<file path="src/rtl/instqueue_pkg.sv">
// Shared widths and the queue entry layout for the instruction queue.
package instqueue_pkg;

  localparam int IDWidth      = 32;
  localparam int AddressWidth = 32;

  typedef struct packed {
    logic [IDWidth-1:0]      inst;
    logic [AddressWidth-1:0] pc;
  } iq_entry_t;

  localparam int EntryWidth = $bits(iq_entry_t);

endpackage

</file>
<file path="src/rtl/instqueue_circ_buffer_ram.sv">
// DEPTH x WIDTH register array: synchronous write, asynchronous read, no reset on storage.
module circ_buffer_ram #(
  parameter int DEPTH = 16,
  parameter int WIDTH = 64,
  parameter int AW    = $clog2(DEPTH)
) (
  input  logic             clk_in,
  input  logic             we,
  input  logic [AW-1:0]    waddr,
  input  logic [WIDTH-1:0] wdata,
  input  logic [AW-1:0]    raddr,
  output logic [WIDTH-1:0] rdata
);

  logic [DEPTH-1:0][WIDTH-1:0] mem;

  for (genvar i = 0; i < DEPTH; i++) begin : g_row
    always_ff @(posedge clk_in) begin
      if (we && waddr == AW'(i)) mem[i] <= wdata;
    end
  end

  assign rdata = mem[raddr];

endmodule

</file>
<file path="src/rtl/instqueue.sv">
// In-order instruction queue between IF and the decoder, flushable by decoder or ROB.
module instqueue
  import instqueue_pkg::*;
#(
  parameter int DEPTH        = 16,
  parameter int AFULL_MARGIN = 2
) (
  input  logic                    clk_in,
  input  logic                    rst_in,
  input  logic                    rdy_in,
  input  logic                    if_instqueue_en_in,
  input  logic [IDWidth-1:0]      if_instqueue_inst_in,
  input  logic [AddressWidth-1:0] if_instqueue_pc_in,
  output logic                    instqueue_if_full_out,
  output logic                    instqueue_decoder_en_out,
  output logic [IDWidth-1:0]      instqueue_decoder_inst_out,
  output logic [AddressWidth-1:0] instqueue_decoder_pc_out,
  input  logic                    decoder_instqueue_rst_in,
  input  logic                    rob_instqueue_rst_in,
  input  logic                    dispatcher_instqueue_stall_in
);

  localparam int PW = $clog2(DEPTH);
  localparam logic [PW:0] CNT_FULL  = (PW+1)'(DEPTH);
  localparam logic [PW:0] CNT_AFULL = (PW+1)'(DEPTH - AFULL_MARGIN);

  logic [PW-1:0] head, tail;
  logic [PW:0]   count, count_nxt;
  logic          flush, push, pop;
  iq_entry_t     wr_entry, rd_entry;

  assign flush = decoder_instqueue_rst_in | rob_instqueue_rst_in;
  assign pop   = rdy_in & (count != '0) & ~dispatcher_instqueue_stall_in & ~flush;
  // A push into a full queue is dropped here rather than overwriting the head.
  assign push  = rdy_in & if_instqueue_en_in & ~flush & (count != CNT_FULL);

  always_comb begin
    count_nxt = count;
    if (flush)
      count_nxt = '0;
    else
      count_nxt = count + {{PW{1'b0}}, push} - {{PW{1'b0}}, pop};
  end

  always_ff @(posedge clk_in or posedge rst_in) begin
    if (rst_in) begin
      head                  <= '0;
      tail                  <= '0;
      count                 <= '0;
      instqueue_if_full_out <= 1'b0;
    end else if (rdy_in) begin
      if (flush) begin
        head <= '0;
        tail <= '0;
      end else begin
        if (push) tail <= tail + 1'b1;
        if (pop)  head <= head + 1'b1;
      end
      count                 <= count_nxt;
      instqueue_if_full_out <= (count_nxt >= CNT_AFULL);
    end
  end

  assign wr_entry.inst = if_instqueue_inst_in;
  assign wr_entry.pc   = if_instqueue_pc_in;

  circ_buffer_ram #(
    .DEPTH (DEPTH),
    .WIDTH (EntryWidth)
  ) u_ram (
    .clk_in (clk_in),
    .we     (push),
    .waddr  (tail),
    .wdata  (wr_entry),
    .raddr  (head),
    .rdata  (rd_entry)
  );

  assign instqueue_decoder_en_out   = pop;
  assign instqueue_decoder_inst_out = rd_entry.inst;
  assign instqueue_decoder_pc_out   = rd_entry.pc;

endmodule

</file>
<file path="config.mk">
export PLATFORM = sky130hd
export DESIGN_NAME = instqueue
export DESIGN_NICKNAME = d
export VERILOG_FILES = /design/src/rtl/instqueue_pkg.sv /design/src/rtl/instqueue_circ_buffer_ram.sv /design/src/rtl/instqueue.sv
export SDC_FILE = /design/constraint.sdc
export NUM_CORES = 1
export LEC_CHECK = 0
export CORE_MARGIN = 1
export CORE_UTILIZATION = 35
export CTS_CLUSTER_SIZE = 16
export DETAILED_ROUTE_END_ITERATION = 7
export GPL_TIMING_DRIVEN = 1
export PLACE_DENSITY = 0.57
export SYNTH_ARGS = -nofsm -noshare
export SYNTH_HDL_FRONTEND = slang
export SYNTH_SLANG_ARGS = --single-unit
</file>
<file path="constraint.sdc">
create_clock -name clk_in -period 11.4 [get_ports clk_in]
set_clock_uncertainty 0.15 [all_clocks]
set_input_delay 2.28 -clock clk_in [delete_from_list [all_inputs] [get_ports clk_in]]
set_output_delay 2.28 -clock clk_in [all_outputs]
set_load 0.01 [all_outputs]
</file>
# Word level (Yosys, flattened, before mapping)
# Cells that the tools add are included.
# W data, S select, Z words.
# totals
inputBits	71
regBits	1038
word_cells	80
# classes
magnitude_cmp	2
muxes	7
reduce_logical	22
bitwise	9
eq_ne	16
add_sub_neg	4
# op_table
operator	count
$bmux W64 S4	1
$mux W64	1
$eq A4 B4 Y1 const B	8
$eq A4 B3 Y1 const B	4
$logic_and A1 B1 Y1	16
$mux W4	4
$add A4 B1 Y4 const B	2
$eq A4 B2 Y1 const B	2
$and A1 B1 Y1	6
$add A5 B1 Y5	1
$ge A5 B4 Y1 const B	1
$lt A4 B5 Y1 const B	1
$mux W5	1
$ne A5 B5 Y1 const B	1
$reduce_bool A5 Y1	1
$sub A5 B1 Y5	1
$eq A4 B1 Y1 const B	1
$logic_not A4 Y1	1
$reduce_and A2 Y1	2
$reduce_bool A2 Y1	2
$not A1 Y1	2
$or A1 B1 Y1	1

# Longest topological paths before layout
# Gate-level depths: netlist (run 1).
# depth
ltp_word	8
mapped_depth	15

# Cells and area by module
# A second synthesis (run 1) with hierarchy kept.
# hier_totals
cells_unflattened	1679
area_unflattened_um2	39191.3
# modules_own_cells
mod	n_inst	area_per_inst_um2	cells_each	seq_area_each_um2
circ_buffer_ram	1	38276.7	1583	30749.5
instqueue	1	914.6	96	350.3

# Least setup slack after synthesis (run 1)
# Ideal clock, no wire load.
# synth_path
kind	input to register
from	input port rdy_in
to	register u_ram.mem[0] (netlist bit), enable pin
n_path_buf	2
slack_ns	1.132
arrival_ns	9.474
path_stages	6
setup_ns	0.644
cell_sequence	buf_4 -> or3b_1 -> buf_6 -> a311oi_4 -> inv_4 -> nor4_1
# synth_between
elab_chain_len	4
# synth_lines
element	line_no	rtl
start: declaration	instqueue.sv:10	input logic rdy_in,
$and A1 B1 Y1 (3 in series)	instqueue.sv:35	assign push = rdy_in & if_instqueue_en_in & ~flush & (count != CNT_FULL);
$logic_and A1 B1 Y1	instqueue_circ_buffer_ram.sv:19	if (we && waddr == AW'(i)) mem[i] <= wdata;
end signal: indexed assignment	instqueue_circ_buffer_ram.sv:19	
end: declaration	instqueue_circ_buffer_ram.sv:15	logic [DEPTH-1:0][WIDTH-1:0] mem;
# No other way between the ends.
# A chain may end at the register's enable or synchronous reset.

# Final worst setup path (run 1)
# layout_path
from	register head[2]
to	output port instqueue_decoder_inst_out[17]
# layout_between
elab_chain_len	2
# layout_lines
element	line_no	rtl
start: declaration	instqueue.sv:27	logic [PW-1:0] head, tail;
start signal: assignment	instqueue.sv:57	if (pop) head <= head + 1'b1;
$bmux W64 S4	instqueue_circ_buffer_ram.sv:23	assign rdata = mem[raddr];
$mux W64 (implied by the code)	instqueue_circ_buffer_ram.sv:23	
end: declaration	instqueue.sv:16	output logic [IDWidth-1:0] instqueue_decoder_inst_out,
# No other way between the ends. The select of a mux whose other input is x is not followed.

==> metrics.md, run 1 <==
| Metric | Value |
|---|---|
| Run status | `finished clean` |
| Worst Path Class, Setup | `reg2out` |
| Simple-gate share of the synthesized area | `1.169%` |
| Slowest cell delay on critical path | `between 0.8 and 0.9 ns` |
| Aggregate routed wire length | `approximately 94 mm` |
| Instance count of the mapped netlist | `2015` |
| Average cell area after synthesis | `19.86 um^2` |
| Max-Cap Viols | `0` |
| Buf+Inv Stages, Crit Path | `3` |
| Total die area | `115700 um^2` |
| Leakage | `13.92 nW` |
| Final cycle utilization of the critical path | `63.09%` |
| Worst EP required | `between 8 and 9 ns` |
| Xor and xnor fraction of the mapped netlist area | `less than 1%` |
| Root cell of the clock tree | `sky130_fd_sc_hd__clkbuf_16` |
| Seq/Total Area, Yosys | `77.71%` |
| Filler cells | `9966` |
| Final setup violation count | `0` |
| Total internal power | `6.081 mW` |
| Weighted congestion at the end of routability-driven global placement | `between 0.7 and 0.8` |
| Clock-pin slew of the registers on the worst-case setup and hold paths | `0.06 ns` |
| Number of flops mapped to enable cells by yosys | `1024` |
| Num Clock Sinks | `1038` |
| Post-CTS setup buffer count | `0` |
| Net count of the finished layout | `between 2000 and 2500` |
| Transition at the pin with the smallest max-transition slack | `about 1.1 ns` |
| Leading cell types by total area after synthesis | `sky130_fd_sc_hd__edfxtp_1, sky130_fd_sc_hd__mux4_2, sky130_fd_sc_hd__mux2i_1` |
| Clock latency of the later-clocked register in the worst-skew pair | `0.66 ns` |
| Flops & latches, synth | `1038` |
| Ordered cell list for the critical path | `buf_4 -> nor2b_4 -> buf_4 -> a221oi_1 -> o21ai_0 -> nand2_1 -> clkdlybuf4s50_1` |
| Via count of the first global-routing pass | `about 20000` |
| Area of placed instances | `between 40000 and 50000 um^2` |
| Wire length per cell after detailed routing | `24.80 um` |
| Largest delay share family, worst path | `buffers and inverters` |
| Finished layout cell area | `46500 um^2` |
| Net switching fraction of the power | `roughly a fifth` |
| Adder-Cell Fraction of Synth Area | `0.3939%` |
| Type of element capturing the critical path | `output pin` |
| Number of buffers inserted during clock tree synthesis | `around 110` |
| Min cycle time layout | `7.192 ns` |
| DP Wirelength | `48.47 mm` |
| Number of routed nets with antenna violations | `0` |
| Global-route usage over all layers | `16.06%` |
| Fraction of registers with async set/reset | `approximately 1.3%` |
| Setup repair after global routing missed its margin | `no` |
| Antenna violations before repair | `10` |
| Cts hold-fix bufs | `0` |
| CP arrival | `4.76 ns` |
| Syn nets | `2098` |
| Top cell type's share of synthesized area | `76.84%` |
| 1st-pass router iterations | `5` |
| Maximum clock frequency | `139.0 MHz` |
| Largest net degree at the start of global routing | `129` |
| Slowest stage cell on the critical path | `sky130_fd_sc_hd__buf_4` |
| CTS H-Tree Depth | `3` |
| CORE AREA | `113000 um^2` |
| Largest fanout on the critical path | `73` |
| Count of final max-slew check failures | `0` |
| Wire length of the first global-routing pass | `~140 mm` |
| Logic gate share of total power | `1.8%` |
| Count of endpoints failing hold in the final timing report | `0` |
| Number of instances resized during post-cts repair | `0` |
| Initial core utilization | `35.43%` |
| Most common flop cell mapped by yosys | `sky130_fd_sc_hd__edfxtp_1` |
| Count of synthesis-stage warnings from yosys | `0` |
| Synth cell types | `42` |
| Chip Height | `340.1 um` |
| Worst vdd rail ir drop | `0.0001281 V` |
| Worst slew slack as a fraction of its limit | `about a quarter` |
| Sum of overflow across all layers after global routing | `0` |
| First DRT Iteration DRCs | `1702` |
| Share of the synthesized area in compound gates (AO/OA/AOI/OAI) | `5.362%` |
| Total negative slack | `0 ns` |
| Number of standard-cell rows in the floorplan | `123` |
| Power Density | `163.1 nW/um^2` |
| Kind of path behind the tightest hold check | `reg2reg` |
| # port buffers | `136` |
| Number of vias in the routed layout | `19740` |
| DRC Markers | `0` |
| Vias/cell | `between 5 and 6` |
| Net Switching | `~1.5 mW` |
| Setup crit start kind | `flop` |
| Overall die width | `about 340 um` |
| Ratio of cells with drive above 1 in the final layout | `~18%` |
| Mapped cell area | `40020 um^2` |
| Top cell type by total area after synthesis | `sky130_fd_sc_hd__edfxtp_1` |
| Share of total power in sequential cells | `55.4%` |
| Main combinational cell family by area after synthesis | `multiplexers` |
| Ports | `137` |
| Clock Power Share | `42.8%` |
| Clock Tree Buf Depth | `3` |
| Crit-path most repeated cell | `sky130_fd_sc_hd__buf_4` |
| Clock tree from TritonCTS | `yes` |
| Mux share of post-synthesis cell area | `13.84%` |
| Area growth, synth to finish | `16.21%` |
[final timing paths]
check | start | endpoint | slack (ns) | depth (start not counted)
worst max-delay path | head[2] | instqueue_decoder_inst_out[17] | 4.21 | 7
worst min-delay path | count[0] | count[0] | 0.41 | 1
worst max register to register | count[2] | u_ram.mem[821] | 7.85 | 7
worst min register to register | count[0] | count[0] | 0.41 | 1
max in group asynchronous | rst_in | head[0] | 8.88 | 2
min in group asynchronous | rst_in | count[1] | 1.81 | 2
[flip-flops by register name (all words and copies together), names as in the netlist]
| signal | cells |
|---|---|
| count | 5 |
| head | 4 |
| instqueue_if_full_out | 1 |
| tail | 4 |
| u_ram.mem | 1024 |
[routing by layer]
metal / vias to the layer above / wire [um] / part of all wire [%] / GRT usage (%)
met5: - / 82 / 0.087 / 0
met4: 12 / 2086 / 2.2 / 4.382
met3: 139 / 3842 / 4.1 / 2.441
met2: 464 / 48410 / 52 / 28.21
met1: 10460 / 39370 / 42 / 20.64
li1: 8670 / - / - / -
[synth_stat cells, types with 11 or more instances]
| master | number |
|---|---|
| sky130_fd_sc_hd__inv_1 | 18 |
| sky130_fd_sc_hd__o21ai_0 | 131 |
| sky130_fd_sc_hd__dfrtp_1 | 14 |
| sky130_fd_sc_hd__mux2_2 | 65 |
| sky130_fd_sc_hd__mux2i_1 | 192 |
| sky130_fd_sc_hd__a22oi_1 | 65 |
| sky130_fd_sc_hd__nand2_1 | 68 |
| sky130_fd_sc_hd__buf_2 | 38 |
| sky130_fd_sc_hd__clkbuf_1 | 65 |
| sky130_fd_sc_hd__ha_1 | 11 |
| sky130_fd_sc_hd__a21oi_1 | 67 |
| sky130_fd_sc_hd__edfxtp_1 | 1024 |
| sky130_fd_sc_hd__mux4_2 | 128 |
| sky130_fd_sc_hd__a221oi_1 | 64 |
| sky130_fd_sc_hd__nor2_1 | 13 |
[power groups by stage]
stage	clock (mW)	combinational, mW	sequential (mW)
after floorplan	0	0.0417	4.28
after global placement	0	0.127	4.28
after detailed placement	0	0.135	4.28
after CTS	3.32	0.136	4.20
after global routing	3.46	0.146	4.20
final	3.25	0.133	4.20
[cell type report]
type                    count  area (um^2)  share of cell area (%)
repair buffers            179         1709                   3.675
flip-flops and latches   1038        31110                   66.90
clock inverters            74        483.0                   1.039
diodes                      1        2.502                0.005381
multi-input cells         848         8467                   18.21
well taps                1500         1877                   4.036
clock buffers             123         2780                   5.978
inverters                  19        73.82                  0.1587
[placed cells by master (no fill, tap or decap), drive strengths merged, types with 6 or more instances in the layout]
cell	synthesis	layout
mux2i	192	192
clkbuf	65	123
clkdlybuf4s50	0	136
buf	45	43
nand2	68	68
a221oi	64	64
a21oi	67	67
mux4	128	128
dfrtp	14	14
inv	19	22
a22oi	65	65
o21ai	131	131
nor2	13	13
ha	11	11
and2	6	6
mux2	65	65
clkinv	0	63
edfxtp	1024	1024
[kinds of logic (layout without fill, tap and decap cells)]
group | count (synthesis) | in the layout
mux | 385 | 385
other cells | 0 | 1
fa+ha+maj | 12 | 12
buf+inv | 129 | 395
compound gates | 338 | 338
simple gates | 106 | 106
flops | 1038 | 1038
xor+xnor | 7 | 7
[metrics by stage]
stage | setup slack [ns] | utilization [%] | power [mW] | hold WS (ns) | cells
after floorplan | 1.132 | - | 4.325 | 0.3345 | 2015
after global placement | 4.667 | 38.28 | 4.409 | 0.3677 | 3584
after detailed placement | 4.658 | 38.28 | 4.418 | 0.3940 | 3584
after CTS | 4.091 | 41.17 | 7.660 | 0.4082 | 3781
after global routing | 3.970 | 41.17 | 7.807 | 0.4241 | 3782
final | 4.208 | 41.17 | 7.583 | 0.4118 | 3782
[worst reg2reg max path, delay by kind of cell (launching register included)]
family	cells	cell delay, ns
DFF	1	0.35
buffers and inverters	3	1.30
adders and majority gates	1	0.25
and+or+nand+nor	2	0.58
AOI/OAI and AO/OA	1	0.51
Note: power is estimated with default switching activity, not from simulation.
==> inputs of run 2 (changes only) <==
- clock period: 11.4 -> 6.74 ns (I/O delays scaled with it)
==> run 2 against run 1 <==
Clock-buffer cell count up 5. Register-to-register slack worse by 4.6 ns. Non-clock buffer count up 3. Sequential share of layout area down 0.12 points. Die area unchanged. Worst setup slack worse by 2.8 ns. Sequential cell count unchanged. Via count down 1.0%. Critical path type unchanged. Critical endpoint is now instqueue_decoder_inst_out[31].
==> metrics.md, run 2 (same netlist as run 1, synthesis figures left out) <==
| Metric | Value |
|---|---|
| Min cycle time layout | `5.364 ns` |
| Wire length per cell after detailed routing | `24.10 um` |
| Number of instances resized during post-cts repair | `0` |
| Area of placed instances | `43350 um^2` |
| Net count of the finished layout | `between 2000 and 2500` |
| Register-to-Register Path Depth | `14` |
| Ratio of cells with drive above 1 in the final layout | `17.86%` |
| Ports | `137` |
| Root cell of the clock tree | `sky130_fd_sc_hd__clkbuf_16` |
| Leakage | `13.93 nW` |
| Transition at the pin with the smallest max-transition slack | `between 1 and 1.5 ns` |
| Wire length on met3 | `3.398 mm` |
| Worst slew slack as a fraction of its limit | `16.38%` |
| DRT met1 WL | `39.21 mm` |
| Worst vdd rail ir drop | `0.0001993 V` |
| Ordered cell list for the critical path | `nand2_2 -> buf_4 -> o21ai_0 -> a21oi_1 -> o21ai_0 -> nand2_1 -> clkdlybuf4s50_1` |
| Antenna violations before repair | `6` |
| Power Density | `about 280 nW/um^2` |
| Launch point of the worst hold path | `count[0]` |
| Vias/cell | `5.165` |
| Initial core utilization | `35.43%` |
| Chip Height | `340.1 um` |
| Register containing the most flip-flops in the final layout | `u_ram.mem` |
| Final setup violation count | `0` |
| First DRT Iteration DRCs | `roughly 1300` |
| DP Wirelength | `49.02 mm` |
| Worst Path Class, Setup | `reg2out` |
| Net Switching | `2.574 mW` |
| DRC Markers | `0` |
| Met2 wire len | `46.32 mm` |
| CP arrival | `3.87 ns` |
| Clock tree from TritonCTS | `yes` |
| Clock Power Share | `42.8%` |
| Count of endpoints failing hold in the final timing report | `0` |
| Area growth, synth to finish | `16.42%` |
| Cts hold-fix bufs | `0` |
| Total internal power | `10.26 mW` |
| Type of element capturing the critical path | `output pin` |
| Run status | `finished clean` |
| Top library cells by usage in the layout, fill and taps aside | `sky130_fd_sc_hd__edfxtp_1, sky130_fd_sc_hd__mux2i_1, sky130_fd_sc_hd__clkdlybuf4s50_1` |
| Worst reg2reg startpoint | `count[2]` |
| Origin of the worst setup path | `head[2]` |
| Max-Cap Viols | `0` |
| Number of routed nets with antenna violations | `0` |
| Maximum clock frequency | `between 150 and 200 MHz` |
| Overall die width | `340.1 um` |
| Slowest cell delay on critical path | `~0.71 ns` |
| Logic gate share of total power | `1.8%` |
| Kind of path behind the tightest hold check | `reg2reg` |
| CORE AREA | `113000 um^2` |
| Largest delay share family, worst path | `buffers and inverters` |
| Largest net degree at the start of global routing | `108` |
| Largest fanout on the critical path | `33` |
| Register-to-register setup slack | `around 3.2 ns` |
| Slowest stage cell on the critical path | `sky130_fd_sc_hd__dfrtp_2` |
| Aggregate routed wire length | `91.16 mm` |
| Leading cell type in the layout, fill and taps excluded | `sky130_fd_sc_hd__edfxtp_1` |
| Share of total power in sequential cells | `55.4%` |
| Buf+Inv Stages, Crit Path | `2` |
| Count of final max-slew check failures | `0` |
| Number of buffers inserted during clock tree synthesis | `105` |
| Final cycle utilization of the critical path | `79.58%` |
| Number of vias in the routed layout | `19540` |
| Wire length of the first global-routing pass | `136.2 mm` |
| Top layer reached by signal wires | `met4` |
| Crit path capture | `instqueue_decoder_inst_out[31]` |
| Crit-path most repeated cell | `sky130_fd_sc_hd__o21ai_0` |
| Post-CTS setup buffer count | `0` |
| CTS H-Tree Depth | `3` |
| Setup repair after global routing missed its margin | `no` |
| Share of the core filled with cells in the final layout | `41.24%` |
| Worst EP required | `~5.2 ns` |
| Clock Tree Buf Depth | `3` |
| Global-route usage over all layers | `15.75%` |
| Clock latency of the later-clocked register in the worst-skew pair | `0.69 ns` |
| Instance count on the critical path | `7` |
| # port buffers | `about 140` |
| Number of flip-flops in the largest register | `1024` |
| Setup crit start kind | `flop` |
| Total die area | `~120000 um^2` |
| Cells on Worst Hold Path | `1` |
| 1st-pass router iterations | `5` |
| Num Clock Sinks | `1038` |
| Via count of the first global-routing pass | `20710` |
| Number of standard-cell rows in the floorplan | `123` |
| Sum of overflow across all layers after global routing | `0` |
| Clock-pin slew of the registers on the worst-case setup and hold paths | `0.06 ns` |
| Net switching fraction of the power | `around a fifth` |
| Weighted congestion at the end of routability-driven global placement | `approximately 0.73` |
| Finished layout cell area | `46590 um^2` |
| Biggest regs | `u_ram.mem x1024, count x5` |
| Capturing point of the worst reg2reg path | `count[4]` |
## run 2: cell types whose count changed in the layout (fill, tap and decap cells not counted), moves of 3 or more
cell	previous run	this run
sky130_fd_sc_hd__nor3_2	4	0
sky130_fd_sc_hd__clkinv_1	42	28
sky130_fd_sc_hd__clkbuf_16	109	105
sky130_fd_sc_hd__nor3_4	0	4
sky130_fd_sc_hd__buf_12	2	7
sky130_fd_sc_hd__inv_16	0	3
sky130_fd_sc_hd__clkbuf_1	14	23
sky130_fd_sc_hd__diode_2	1	4
## run 2: routing by layer
metal  vias up  global-route usage, %
li1       8674                      -
met1     10360                  20.40
met2       372                  27.32
met3       129                  2.497
met4         0                  4.475
met5         -                      0
## run 2: per-stage QoR
step / setup TNS (ns) / setup slack [ns] / std cells / power, mW / hold slack (ns)
2_1_floorplan: -664.70 / -2.596 / 2015 / 7.315 / 0.3345
3_3_place_gp: 0 / 1.481 / 3587 / 7.472 / 0.3835
3_5_place_dp: 0 / 1.451 / 3587 / 7.484 / 0.3919
4_1_cts: 0 / 1.194 / 3779 / 12.97 / 0.4021
5_1_grt: 0 / 1.137 / 3781 / 13.21 / 0.4283
6_report: 0 / 1.376 / 3783 / 12.83 / 0.3990
## run 2: power groups by stage
stage               Clock (mW)  Combinational (mW)  Sequential [mW]
floorplan                    0              0.0706             7.24
global placement             0               0.228             7.24
detailed placement           0               0.240             7.24
CTS                       5.62               0.240             7.11
global route              5.85               0.256             7.11
finish                    5.49               0.235             7.11
## run 2: layout make-up
type	instances	area, um^2
inverter	19	73.82
timing repair buffer	182	1794
antenna	4	10.01
clock inverter	64	516.7
multi-input combinational	848	8492
sequential	1038	31110
clock buffer	128	2714
tap	1500	1877
fill	10010	66370
## run 2: worst min path at each step
stage	endpoint	slack (ns)
finish	count[0]	0.40
global placement	count[0]	0.38
global route	count[0]	0.43
detailed placement	count[0]	0.39
CTS	count[0]	0.40
floorplan	count[0]	0.33
